[src/rtl/mem_access_unit.sv]
// mem_access_unit: load/store front end between a CPU request port and a
// word-wide, byte-addressed memory. Accesses that straddle a word boundary
// are split into two word cycles (ACC1 then ACC2). Load bytes are gathered
// into a small buffer and then extended for the response.
module mem_access_unit #(
  parameter logic [31:0] pMemBytes = 32'd176
) (
  input  logic        iwClk,
  input  logic        iwnRst,
  input  logic        iwReqValid,
  output logic        owReqReady,
  input  logic        iwReqWrite,
  input  logic [1:0]  iwReqSize,
  input  logic        iwReqSigned,
  input  logic [31:0] iwReqAddr,
  input  logic [31:0] iwReqData,
  output logic        owRspValid,
  input  logic        iwRspReady,
  output logic [31:0] owRspData,
  output logic        owRspError,
  output logic [31:0] owMemReadAddr,
  output logic [31:0] owMemWriteAddr,
  output logic [31:0] owMemWriteData,
  output logic [3:0]  owMemWstrb,
  input  logic [31:0] iwMemReadData
);

  typedef enum logic [1:0] {IDLE, ACC1, ACC2, RESP} state_t;

  state_t      state;
  state_t      state_next;

  logic        req_write;
  logic        req_signed;
  logic        req_cross;
  logic        req_error;
  logic [1:0]  req_size;
  logic [2:0]  req_bytes;
  logic [31:0] req_addr;
  logic [31:0] req_data;
  logic [7:0]  buffer [4];

  logic        accept;
  logic [2:0]  in_bytes;
  logic [32:0] in_last;
  logic        in_cross;
  logic        in_error;

  logic [3:0]  lane_hit;
  logic [2:0]  lane_k [4];
  logic [31:0] word_addr;
  logic [31:0] assembled;
  logic [31:0] load_result;

  assign accept    = iwReqValid && (state == IDLE);
  assign word_addr = {req_addr[31:2], 2'b00};

  // Decode the incoming request: byte count, boundary crossing and range error.
  always_comb begin
    in_bytes = 3'd4;
    case (iwReqSize)
      2'b00:   in_bytes = 3'd1;
      2'b01:   in_bytes = 3'd2;
      default: in_bytes = 3'd4;
    endcase
    in_last  = {1'b0, iwReqAddr} + {30'd0, in_bytes} - 33'd1;
    in_cross = ({1'b0, iwReqAddr[1:0]} + in_bytes) > 3'd4;
    in_error = (iwReqSize == 2'b11) || (in_last >= {1'b0, pMemBytes});
  end

  // Map each memory lane to a request byte index for the current access word.
  always_comb begin
    for (int l = 0; l < 4; l++) begin
      lane_hit[l] = 1'b0;
      lane_k[l]   = 3'd0;
      if (state == ACC1) begin
        lane_k[l]   = 3'(l) - {1'b0, req_addr[1:0]};
        lane_hit[l] = (3'(l) >= {1'b0, req_addr[1:0]}) && (lane_k[l] < req_bytes);
      end else if (state == ACC2) begin
        lane_k[l]   = 3'(l + 4) - {1'b0, req_addr[1:0]};
        lane_hit[l] = req_cross && (lane_k[l] < req_bytes);
      end
    end
  end

  // Assemble buffered load bytes and extend them to the response width.
  always_comb begin
    assembled   = {buffer[3], buffer[2], buffer[1], buffer[0]};
    load_result = assembled;
    case (req_size)
      2'b00:   load_result = req_signed ? {{24{assembled[7]}}, assembled[7:0]}
                                        : {24'd0, assembled[7:0]};
      2'b01:   load_result = req_signed ? {{16{assembled[15]}}, assembled[15:0]}
                                        : {16'd0, assembled[15:0]};
      default: load_result = assembled;
    endcase
  end

  // State register; reset aborts any access in flight.
  always_ff @(posedge iwClk or negedge iwnRst) begin
    if (!iwnRst) state <= IDLE;
    else         state <= state_next;
  end

  // Next-state logic: errors skip straight to the response.
  always_comb begin
    state_next = state;
    case (state)
      IDLE:    if (accept) state_next = in_error ? RESP : ACC1;
      ACC1:    state_next = req_cross ? ACC2 : RESP;
      ACC2:    state_next = RESP;
      RESP:    if (iwRspReady) state_next = IDLE;
      default: state_next = IDLE;
    endcase
  end

  // Latch the request on accept and collect load bytes at the end of each access cycle.
  always_ff @(posedge iwClk or negedge iwnRst) begin
    if (!iwnRst) begin
      req_write  <= 1'b0;
      req_signed <= 1'b0;
      req_cross  <= 1'b0;
      req_error  <= 1'b0;
      req_size   <= 2'd0;
      req_bytes  <= 3'd0;
      req_addr   <= 32'd0;
      req_data   <= 32'd0;
      for (int b = 0; b < 4; b++) buffer[b] <= 8'd0;
    end else if (accept) begin
      req_write  <= iwReqWrite;
      req_signed <= iwReqSigned;
      req_cross  <= in_cross;
      req_error  <= in_error;
      req_size   <= iwReqSize;
      req_bytes  <= in_bytes;
      req_addr   <= iwReqAddr;
      req_data   <= iwReqData;
      for (int b = 0; b < 4; b++) buffer[b] <= 8'd0;
    end else if (((state == ACC1) || (state == ACC2)) && !req_write) begin
      for (int l = 0; l < 4; l++) begin
        if (lane_hit[l]) buffer[lane_k[l][1:0]] <= iwMemReadData[8*l +: 8];
      end
    end
  end

  // Output decode: handshake, response data, and memory address/strobe per access cycle.
  always_comb begin
    owReqReady     = (state == IDLE);
    owRspValid     = (state == RESP);
    owRspError     = (state == RESP) && req_error;
    owRspData      = 32'd0;
    owMemReadAddr  = 32'd0;
    owMemWriteAddr = 32'd0;
    owMemWriteData = 32'd0;
    owMemWstrb     = 4'b0000;
    if ((state == RESP) && !req_write && !req_error) owRspData = load_result;
    if ((state == ACC1) || (state == ACC2)) begin
      owMemReadAddr  = (state == ACC2) ? word_addr + 32'd4 : word_addr;
      owMemWriteAddr = owMemReadAddr;
      if (req_write) begin
        for (int l = 0; l < 4; l++) begin
          if (lane_hit[l]) begin
            owMemWstrb[l]          = 1'b1;
            owMemWriteData[8*l +: 8] = req_data[{lane_k[l][1:0], 3'b000} +: 8];
          end
        end
      end
    end
  end

endmodule

[config.mk]
export PLATFORM = sky130hd
export DESIGN_NAME = mem_access_unit
export DESIGN_NICKNAME = d
export VERILOG_FILES = /design/src/rtl/mem_access_unit.sv
export SDC_FILE = /design/constraint.sdc
export NUM_CORES = 1
export LEC_CHECK = 0
export ABC_AREA = 1
export BUFFER_PORTS_ARGS = -buffer_cell sky130_fd_sc_hd__buf_2
export CORE_UTILIZATION = 30
export CTS_CLUSTER_DIAMETER = 60
export DETAILED_ROUTE_END_ITERATION = 8
export MAX_ROUTING_LAYER = met4
export PLACE_DENSITY_LB_ADDON = 0.3
export SLEW_MARGIN = 20
export SYNTH_ARGS = -nofsm -noshare
export SYNTH_HDL_FRONTEND = slang
export SYNTH_SLANG_ARGS = --single-unit
[constraint.sdc]
create_clock -name iwClk -period 6 [get_ports iwClk]
set_input_delay 0.9 -clock iwClk [delete_from_list [all_inputs] [get_ports iwClk]]
set_output_delay 0.9 -clock iwClk [all_outputs]
set_load 0.05 [all_outputs]
# After elaboration in Yosys (flattened, before gate mapping)
# Index checks and enable logic that the tools add are counted.
# totals
latchBits,0
ff_bits,107
in_bits,104
ram_bits,0
word_cells,151
mem_count,0
rom_bits,0
out_inout_bits,135
# op_classes
n_mul,0
magnitude_cmp,21
bitwise_logic,4
eq_ne,8
n_div,0
n_mux,64
reduce_logical,25
shift,4
addsub,12
# op_table
cell,count
$mux W32,19
$bwmux W32,4
$shiftx A32 B6 Y8,4
$demux W8 S2,4
$mux W8,8
$pmux W32 S2,1
$add A32 B3 Y33,1
$ge A33 B8 Y1 const B,1
$sub A33 B1 Y33 const B,1
$add A32 B3 Y32 const B,1
$lt A3 B3 Y1,8
$mux W2,11
$logic_and A1 B1 Y1,16
$mux W1,13
$ge A3 B3 Y1 const B,4
$lt A3 B1 Y1 const B,4
$not A2 Y3,4
$sub A3 B2 Y3 const A,4
$mux W4,2
$pmux W2 S4,1
$eq A2 B1 Y1 const B,3
$eq A2 B2 Y1 const B,3
$logic_not A2 Y1,3
$pmux W3 S2,1
other kinds (11),17

# Logic depth before layout (Yosys ltp)
# Gate-level depths: netlist of run 1.
# logic_depth
word_depth,24
ltp_mapped,24
mapped_depth_nobuf,24

# Worst setup path after synthesis of run 1
# OpenSTA, ideal clock, no wires.
# synth_timing
path_type,flip-flop to output port
from,reg req_addr[1]
to,out owMemWriteData[16]
t_required_ns,5.100
path_stages_with_launch,14
path_buffers,0
path_slack_ns,1.132
arrival_ns,3.968
cell_sequence,dfrtp_1 inv_2 ha_1 inv_2 ha_1 inv_1 o21bai_1 nand2_1 nand2_1 o21ai_1 inv_1 nor2_1 inv_1 nor3_1
# synth_between
elab_chain_cells,8
elab_cells_between_ends,15
classes_between,2 x add/sub; 3 x order compare; 1 x shift; 7 x mux; 2 x reduce/logical
# synth_lines
item,line,source
"start, declared",39,logic [31:0] req_addr;
"start signal, assigned",136,req_addr <= iwReqAddr;
"parallel branches: the longest is 5 deep, another holds $sub A3 B2 Y3",n/a,
$mux W8 (*),162,if (lane_hit[l]) begin
$mux W32 (*),160,if (req_write) begin
$mux W32 (*),157,if ((state == ACC1) || (state == ACC2)) begin
"end, declared",23,"output logic [31:0] owMemWriteData,"
# Every way passes the cells marked *.

# Worst setup path in the final report of run 1
# layout_timing
from,reg req_addr[0]
to,out owMemWriteData[20]
# The elaborated chain is that of the path after synthesis.

==> metrics.md, run 1 <==
| Metric | Value |
|---|---|
| Clock Tree Root | `clkbuf_16` |
| Setup Skew | `between 0.015 and 0.02 ns` |
| Sequential cell area fraction in the yosys report | `25.2%` |
| CP arrival | `~3.3 ns` |
| Min-Delay Endpoint | `req_addr[20]$_DFFE_PN0P_` |
| Initial Util | `30.6%` |
| Routed wire per std cell | `15.8 microns` |
| Post-synth ARST share | `100%` |
| Period utilization | `70.6%` |
| Drt pass-1 iters | `8` |
| Io pins | `roughly 240` |
| Peak VDD IR | `approximately 420 uV` |
| Post-synth top area cell | `dfrtp_1` |
| Largest family of logic cells by synthesized area | `simple AND/OR/NAND/NOR gates` |
| Die Span X | `approximately 190 microns` |
| Layout cell share with drive strength beyond 1 | `roughly 15%` |
| Adder-Cell Fraction of Synth Area | `roughly 6.7%` |
| Crit start category | `register` |
| Critical path class | `register to primary output` |
| Vias per std cell | `just under 5` |
| Die footprint | `36100 sq um` |
| Vias in the first global route | `~11000` |
| Antenna violations before repair | `2` |
| Slew HR | `around a third` |
| Slew at the pin with the worst max-slew slack | `1.02 ns` |
| Mapped Cells | `~1800` |
| Synth Warn # | `0` |
| Postcts setup bufs | `0` |
| Final core utilization | `roughly a third` |
| DRT iter0 DRCs | `approximately 980` |
| Fin area | `12300 sq um` |
| Fraction of synthesized area in multiplexers | `0%` |
| PwrDens | `about 500 nW/um^2` |
| Most common cell after layout, fill and taps aside | `nand2_1` |
| Top-area cell type share of the netlist area | `25.2%` |
| Die H | `between 150 and 200 microns` |
| Shortest period the worst path allows | `around 4.2 ns` |
| CTS tree | `done` |
| First-pass GRT wire length | `about 60000 microns` |
| Grt ovf | `0` |
| Final setup violation count | `0` |
| Largest net degree at the start of global routing | `85` |
| Max-slew violations | `0` |
| Number of placement rows | `68` |
| Clock transition at path regs | `0.07 ns` |
| Clk buf depth | `2` |
| Syn Area/Cell | `around 6 sq um` |
| Placed cells | `2407` |
| Total Routed Length | `roughly 38000 microns` |
| Post-DP HPWL | `between 30000 and 40000 microns` |
| Total GRT Usage | `a little over a fifth` |
| Sink Count | `about 110` |
| Cells on worst reg2reg path | `15` |
| Synth area leaders | `dfrtp_1 25%, nand2_1 18%, inv_1 9.4%` |
| Count of state elements after synthesis | `roughly 110` |
| CP max FO | `8` |
| DRC | `0` |
| LEAKAGE | `slightly below 0.007 uW` |
| Critical R2R Capture | `assembled[3]$_DFFE_PN0P_` |
| Synth unique cells | `44` |
| Worst-skew pair later-pin latency | `0.37 ns` |
| Most frequent cells in the layout | `515 x nand2_1, 267 x inv_1, 241 x nor2_1` |
| R2r startpoint | `req_addr[0]$_DFFE_PN0P_` |
| Synth Area in Compound Gates | `17.3%` |
| Max Clk Rate | `approximately 240 MHz` |
| Vias | `approximately 12000` |
| Layout net count | `2123` |
| Input/output buffers | `~230` |
| EDFF count, synth | `0` |
| CP Launch Point | `req_addr[0]$_DFFE_PN0P_` |
| H-tree Lvls | `3` |
| Num CTS Buffers | `9` |
| Simple-gate portion of the synthesized area | `35.5%` |
| XOR/XNOR share of the synthesized area | `less than 1%` |
| Count of final hold-check violations | `0` |
| CP required | `~5 ns` |
| Antenna Nets Post-Route | `0` |
| R2r setup slk | `between 2 and 3 ns` |
| Hold buffer count at cts | `0` |
| Run status | `complete, no violations` |
| Hold Path Origin | `req_addr[20]$_DFFE_PN0P_` |
| Area after DPL | `~12000 sq um` |
| Core area | `about 35000 sq um` |
| Cell Area, Synth | `10600 sq um` |
| Worst hold path type | `register to register` |
| RSZ-0062 raised after global routing | `no` |
| Hold depth | `2` |
| Final TNS setup | `0 ns` |
| Total of max-cap violations | `0` |
| Layout Area Growth over Synthesis | `15.4%` |
| Post-CTS sizing | `0` |
| Setup crit end kind | `primary output` |
| Main synth FF type | `dfrtp_1` |
| Fin cells | `between 2000 and 2500` |
| Placer congestion estimate | `between 0.9 and 1` |
[Yosys cell counts, types with 2 or more instances]
| cell type | instances |
|---|---|
| inv_1 | 267 |
| a31oi_1 | 3 |
| o21ai_0 | 173 |
| nand2_1 | 516 |
| buf_2 | 12 |
| nand3_1 | 58 |
| o211ai_1 | 20 |
| nor3_1 | 57 |
| a21oi_1 | 98 |
| dfrtp_1 | 107 |
| nor2_2 | 7 |
| nor4_1 | 5 |
| and2_1 | 2 |
| nand3_2 | 3 |
| nand3b_1 | 5 |
| nor2_4 | 3 |
| buf_4 | 34 |
| nor2_1 | 241 |
| o221ai_1 | 7 |
| ha_1 | 54 |
| o21ai_1 | 15 |
| nand4_1 | 13 |
| xor2_1 | 7 |
| clkbuf_1 | 36 |
| or2_2 | 2 |
| fa_1 | 2 |
| inv_2 | 11 |
| o21bai_1 | 16 |
| xnor2_1 | 5 |
| nand2_2 | 3 |
[layout make-up]
type / instances / area [sq um]
fillers: 3923 / 22500
multi-input cells: 1329 / 6460
flip-flops and latches: 107 / 2680
repair buffers: 237 / 1200
inverters: 279 / 1050
well taps: 455 / 569
clock buffers: 9 / 225
clock inverters: 7 / 81.3
diodes: 1 / 2.50
[kinds of logic (layout without fill, tap and decap cells)]
| group | count (synthesis) | in the layout |
|---|---|---|
| simple gates | 919 | 919 |
| buf+inv | 363 | 532 |
| compound gates | 338 | 338 |
| flops | 107 | 107 |
| fa+ha+maj | 56 | 56 |
| xor+xnor | 12 | 12 |
| other cells | 1 | 5 |
[sequential cells by signal, summed over array words and instances, names as in the netlist]
register	cells
assembled	32
req_addr	32
req_bytes	3
req_cross	1
req_data	32
req_error	1
req_signed	1
req_size	2
req_write	1
state	2
[how the worst max path moves through the flow]
stage | endpoint | slack [ns] | cells after the start
after floorplan | owMemWriteData[16] | 1.13 | 13
after global placement | owMemWriteAddr[28] | 2.25 | 15
after detailed placement | owMemWriteData[16] | 2.14 | 14
after CTS | owMemReadAddr[28] | 1.75 | 15
after global routing | owMemWriteData[16] | 1.44 | 14
final | owMemWriteData[20] | 1.76 | 14
[critical path: stages, from the launching register on]
cell	delay [ns]
dfrtp_1	0.47
inv_1	0.14
ha_1	0.47
inv_2	0.11
ha_1	0.28
inv_1	0.05
o21bai_1	0.08
nand2_1	0.06
nand2_1	0.04
o21ai_1	0.35
inv_1	0.08
nor2_1	0.14
inv_1	0.18
nor3_1	0.20
buf_2	0.30
[power by group]
| group | switching [uW] | internal (uW) |
|---|---|---|
| Clock | 311 | 332 |
| Combinational | 3050 | 1040 |
| Sequential | 243 | 1010 |
[metrics by stage]
stage / hold slack (ns) / setup slack [ns] / power, uW
6_report: 0.489 / 1.76 / 5990
5_1_grt: 0.514 / 1.44 / 6510
4_1_cts: 0.492 / 1.75 / 6010
3_5_place_dp: 0.473 / 2.14 / 5340
3_3_place_gp: 0.471 / 2.25 / 5310
2_1_floorplan: 0.453 / 1.13 / 4460
[layer usage]
| layer | vias to the layer above | share of wire [%] | track usage, % |
|---|---|---|---|
| li1 | 5986 | - | - |
| met1 | 5442 | 46 | 28.2 |
| met2 | 385 | 48 | 35.9 |
| met3 | 46 | 5.0 | 1.81 |
| met4 | 0 | 1.7 | 5.51 |
| met5 | - | 0 | - |
Power figures use the tool's default switching activity.
==> run 2, diff against run 1 <==
--- a/config.mk
+++ b/config.mk
@@ -5,7 +5,7 @@
 export SDC_FILE = /design/constraint.sdc
 export NUM_CORES = 1
 export LEC_CHECK = 0
-export ABC_AREA = 1
+export ABC_AREA = 0
 export BUFFER_PORTS_ARGS = -buffer_cell sky130_fd_sc_hd__buf_2
 export CORE_UTILIZATION = 30
 export CTS_CLUSTER_DIAMETER = 60
==> constraint.sdc (replaced) <==
create_clock -name iwClk -period 3.98 [get_ports iwClk]
set_input_delay 0.597 -clock iwClk [delete_from_list [all_inputs] [get_ports iwClk]]
set_output_delay 0.597 -clock iwClk [all_outputs]
set_load 0.05 [all_outputs]
==> run 2 against run 1 <==
Wire length is 7.5% lower. Sequential power rose by 69%. Via count shrank 14%. Highest routed layer unchanged. Core utilization up 1.1 points. Total power rose by 61%. Design area rose by 2.7%. First-iteration DRC count down 20%. Critical path depth is 2 lower. Combinational power increased by 61%. Sequential share of layout area down 0.56 points. Register-to-register slack got worse by 1.9 ns.
==> metrics.md, run 2 <==
| Metric | Value |
|---|---|
| Run status | `complete, no violations` |
| Crit path buffers/inverters | `2` |
| Fraction of synthesized area in multiplexers | `between 10% and 20%` |
| Antenna diodes | `0` |
| Die footprint | `roughly 36000 sq um` |
| DRC | `0` |
| Total Routed Length | `approximately 35000 microns` |
| Clock Tree Root | `clkbuf_16` |
| Slowest cell on the critical path | `dfrtp_1` |
| Max stage delay on crit path | `0.41 ns` |
| Count of state elements after synthesis | `107` |
| Die Span X | `about 190 microns` |
| Most common cell after layout, fill and taps aside | `buf_2` |
| Synth Area in Compound Gates | `between 20 and 25%` |
| Place WS | `-0.116 ns` |
| R2r setup slk | `around 0.58 ns` |
| Input/output buffers | `approximately 230` |
| Period utilization | `about 94%` |
| Cell Area, Synth | `about 11000 sq um` |
| First-pass GRT wire length | `54900 microns` |
| PwrDens | `between 700 and 800 nW/um^2` |
| Crit start category | `register` |
| Num CTS Buffers | `9` |
| Vias per std cell | `roughly 5.3` |
| Hold buffer count at cts | `0` |
| Max Clk Rate | `between 200 and 300 MHz` |
| Clk buf depth | `2` |
| Io pins | `approximately 240` |
| Cell-by-cell trace of the critical path | `inv_2, ha_2, nand4_1, nor4_2, nor2b_2, nand4_1, nor2_2, and4_1, nand4_1, xnor2_1, and2_1, clkbuf_4` |
| Setup crit end kind | `primary output` |
| Initial Util | `a little under a third` |
| Count of final hold-check violations | `0` |
| H-tree Lvls | `3` |
| Mapped Cells | `1276` |
| CP max FO | `4` |
| Largest family of logic cells by synthesized area | `compound AO/OA/AOI/OAI gates` |
| Critical R2R Capture | `assembled[9]$_DFFE_PN0P_` |
| DRT iter0 DRCs | `approximately 800` |
| Top-area cell type share of the netlist area | `roughly a quarter` |
| Setup Skew | `a little over 0.01 ns` |
| Sequential Area | `between 2000 and 3000 sq um` |
| Top-count cell post-synth | `nand2_1` |
| Synth area leaders | `dfrtp_1 25%, mux2_2 6.5%, ha_1 6.4%` |
| Shortest period the worst path allows | `around 3.8 ns` |
| Critical path class | `register to primary output` |
| Sink Count | `~110` |
| CP arrival | `roughly 3.2 ns` |
| Layout net count | `between 1500 and 2000` |
| Synth Warn # | `0` |
| Number of placement rows | `68` |
| Max-slew violations | `0` |
| Post-DP HPWL | `~27000 microns` |
| Cells on worst reg2reg path | `12` |
| Sequential cell area fraction in the yosys report | `about a quarter` |
| Grt ovf | `0` |
| Clock transition at path regs | `approximately 0.070 ns` |
| Top cells by count, synth | `126 x nand2_1, 107 x dfrtp_1, 96 x o21ai_0` |
| Vias | `approximately 10000` |
| Largest net degree at the start of global routing | `66` |
| Worst-skew pair later-pin latency | `roughly 0.37 ns` |
| Placer congestion estimate | `approximately 0.94` |
| R2r startpoint | `req_addr[1]$_DFFE_PN0P_` |
| Slew at the pin with the worst max-slew slack | `0.959 ns` |
| Layout cell share with drive strength beyond 1 | `between 20% and 30%` |
| Layout Area Growth over Synthesis | `19.3%` |
| XOR/XNOR share of the synthesized area | `2.66%` |
| Post-synth ARST share | `100%` |
| CTS tree | `done` |
| Filler cell count | `3650` |
| Synth unique cells | `81` |
| Adder-Cell Fraction of Synth Area | `6.79%` |
| Drt pass-1 iters | `5` |
| Slew HR | `35.9%` |
| Routed wire per std cell | `approximately 18 microns` |
| EDFF count, synth | `0` |
| LEAKAGE | `about 0.0061 uW` |
| Hold_ws | `~0.29 ns` |
| Most frequent cells in the layout | `225 x buf_2, 125 x nand2_1, 106 x dfrtp_1` |
| Main synth FF type | `dfrtp_1` |
| CP Depth | `12` |
| Total of max-cap violations | `0` |
| Area after DPL | `roughly 12000 sq um` |
| Peak VDD IR | `roughly 550 uV` |
| Final setup violation count | `0` |
| Vias in the first global route | `roughly 9800` |
| CP required | `3.38 ns` |
| Multi-input gate area | `a little over 7000 sq um` |
| Fin area | `12600 sq um` |
| Total GRT Usage | `between 20% and 30%` |
| Worst hold path type | `primary input to async pin` |
| Antenna Nets Post-Route | `0` |
| Simple-gate portion of the synthesized area | `between 10% and 20%` |
| Most frequent CP cell | `nand4_1` |
| Syn Area/Cell | `between 8 and 9 sq um` |
| Final worst slack | `approximately 0.22 ns` |
| Core area | `about 35000 sq um` |
| Top delay family on crit path | `simple AND/OR/NAND/NOR gates` |
| Post-synth top area cell | `dfrtp_1` |
| Antenna violations before repair | `0` |
| Die H | `roughly 190 microns` |
## run 2: changes by cell type in the layout (fill, tap and decap cells not counted), moves of 25 or more
| cell | change |
|---|---|
| a22o_1 | +32 |
| mux2_2 | +61 |
| nand3_1 | -34 |
| nor3_1 | -47 |
| inv_1 | -179 |
| mux2i_1 | +63 |
| nor2b_1 | +25 |
| nor2_1 | -162 |
| buf_4 | +61 |
| a211oi_1 | +27 |
| o21ai_0 | -77 |
| nand2_1 | -390 |
## run 2: worst max path at each step
stage	slack (ns)	end	start
final	0.22	owMemWriteAddr[31]	state[0]$_DFFE_PN0P_
after global routing	-0.01	owMemReadAddr[31]	state[0]$_DFFE_PN0P_
after CTS	0.003	owMemReadAddr[31]	state[0]$_DFFE_PN0P_
after detailed placement	-0.12	state[1]$_DFFE_PN0P_	iwReqSize[1]
after global placement	-0.04	state[1]$_DFFE_PN0P_	iwReqSize[1]
after floorplan	0.02	owMemWriteAddr[26]	state[0]$_DFFE_PN0P_
## run 2: repair_timing
item / in CTS / in global routing
endpoints found under the setup margin: 28 / 40
resized for setup: 13 / 9
buffers inserted: 1 / 6
pin swaps: 2 / 5
## run 2: worst reg2reg max path: stages (launching register included)
cell and delay [ns]:
dfrtp_2 0.48, inv_1 0.08, ha_1 0.46, inv_1 0.10
ha_1 0.28, a21oi_1 0.18, o21ai_0 0.11, a21oi_1 0.32
buf_4 0.19, nand3_1 0.46, mux2i_1 0.33, o21ai_0 0.10
a22o_1 0.19
## run 2: routing by layer
metal  track usage, %  vias to the layer above  part of all wire [%]
met5                -                        -                     0
met4             6.95                        0                   2.6
met3             2.61                       52                   5.5
met2             32.1                      337                    47
met1             26.2                     4865                    45
li1                 -                     4942                     -
## run 2: area by class of cell
class | instances | area share [%]
Inverter | 89 | 2.65
Tap cell | 455 | 4.52
Multi-Input combinational cell | 978 | 56.1
Clock inverter | 6 | 0.577
Sequential cell | 107 | 21.3
Clock buffer | 10 | 1.82
Timing Repair Buffer | 293 | 13.0
## run 2: kinds of logic (layout without fill, tap and decap cells)
| kind of cell | after synthesis | after routing |
|---|---|---|
| fa+ha+maj | 56 | 56 |
| buf+inv | 194 | 398 |
| compound gates | 365 | 365 |
| simple gates | 381 | 381 |
| xor+xnor | 32 | 32 |
| mux | 140 | 140 |
| other cells | 1 | 4 |
| flops | 107 | 107 |
## run 2: through the flow
| stage | std cells | util, % | setup TNS [ns] | total power, uW |
|---|---|---|---|---|
| after floorplan | 1279 | - | 0 | 7200 |
| after CTS | 1932 | 36.2 | 0 | 9660 |
| after global routing | 1938 | 36.4 | -0.0355 | 10300 |
| after detailed placement | 1915 | 35.2 | -0.219 | 8650 |
| final | 1938 | 36.4 | 0 | 9630 |
| after global placement | 1915 | 35.2 | -0.0644 | 8550 |
## run 2: where the power goes
part           switching [uW]  internal [uW]
clock network             454            497
registers                 537           1570
logic                    4230           2340
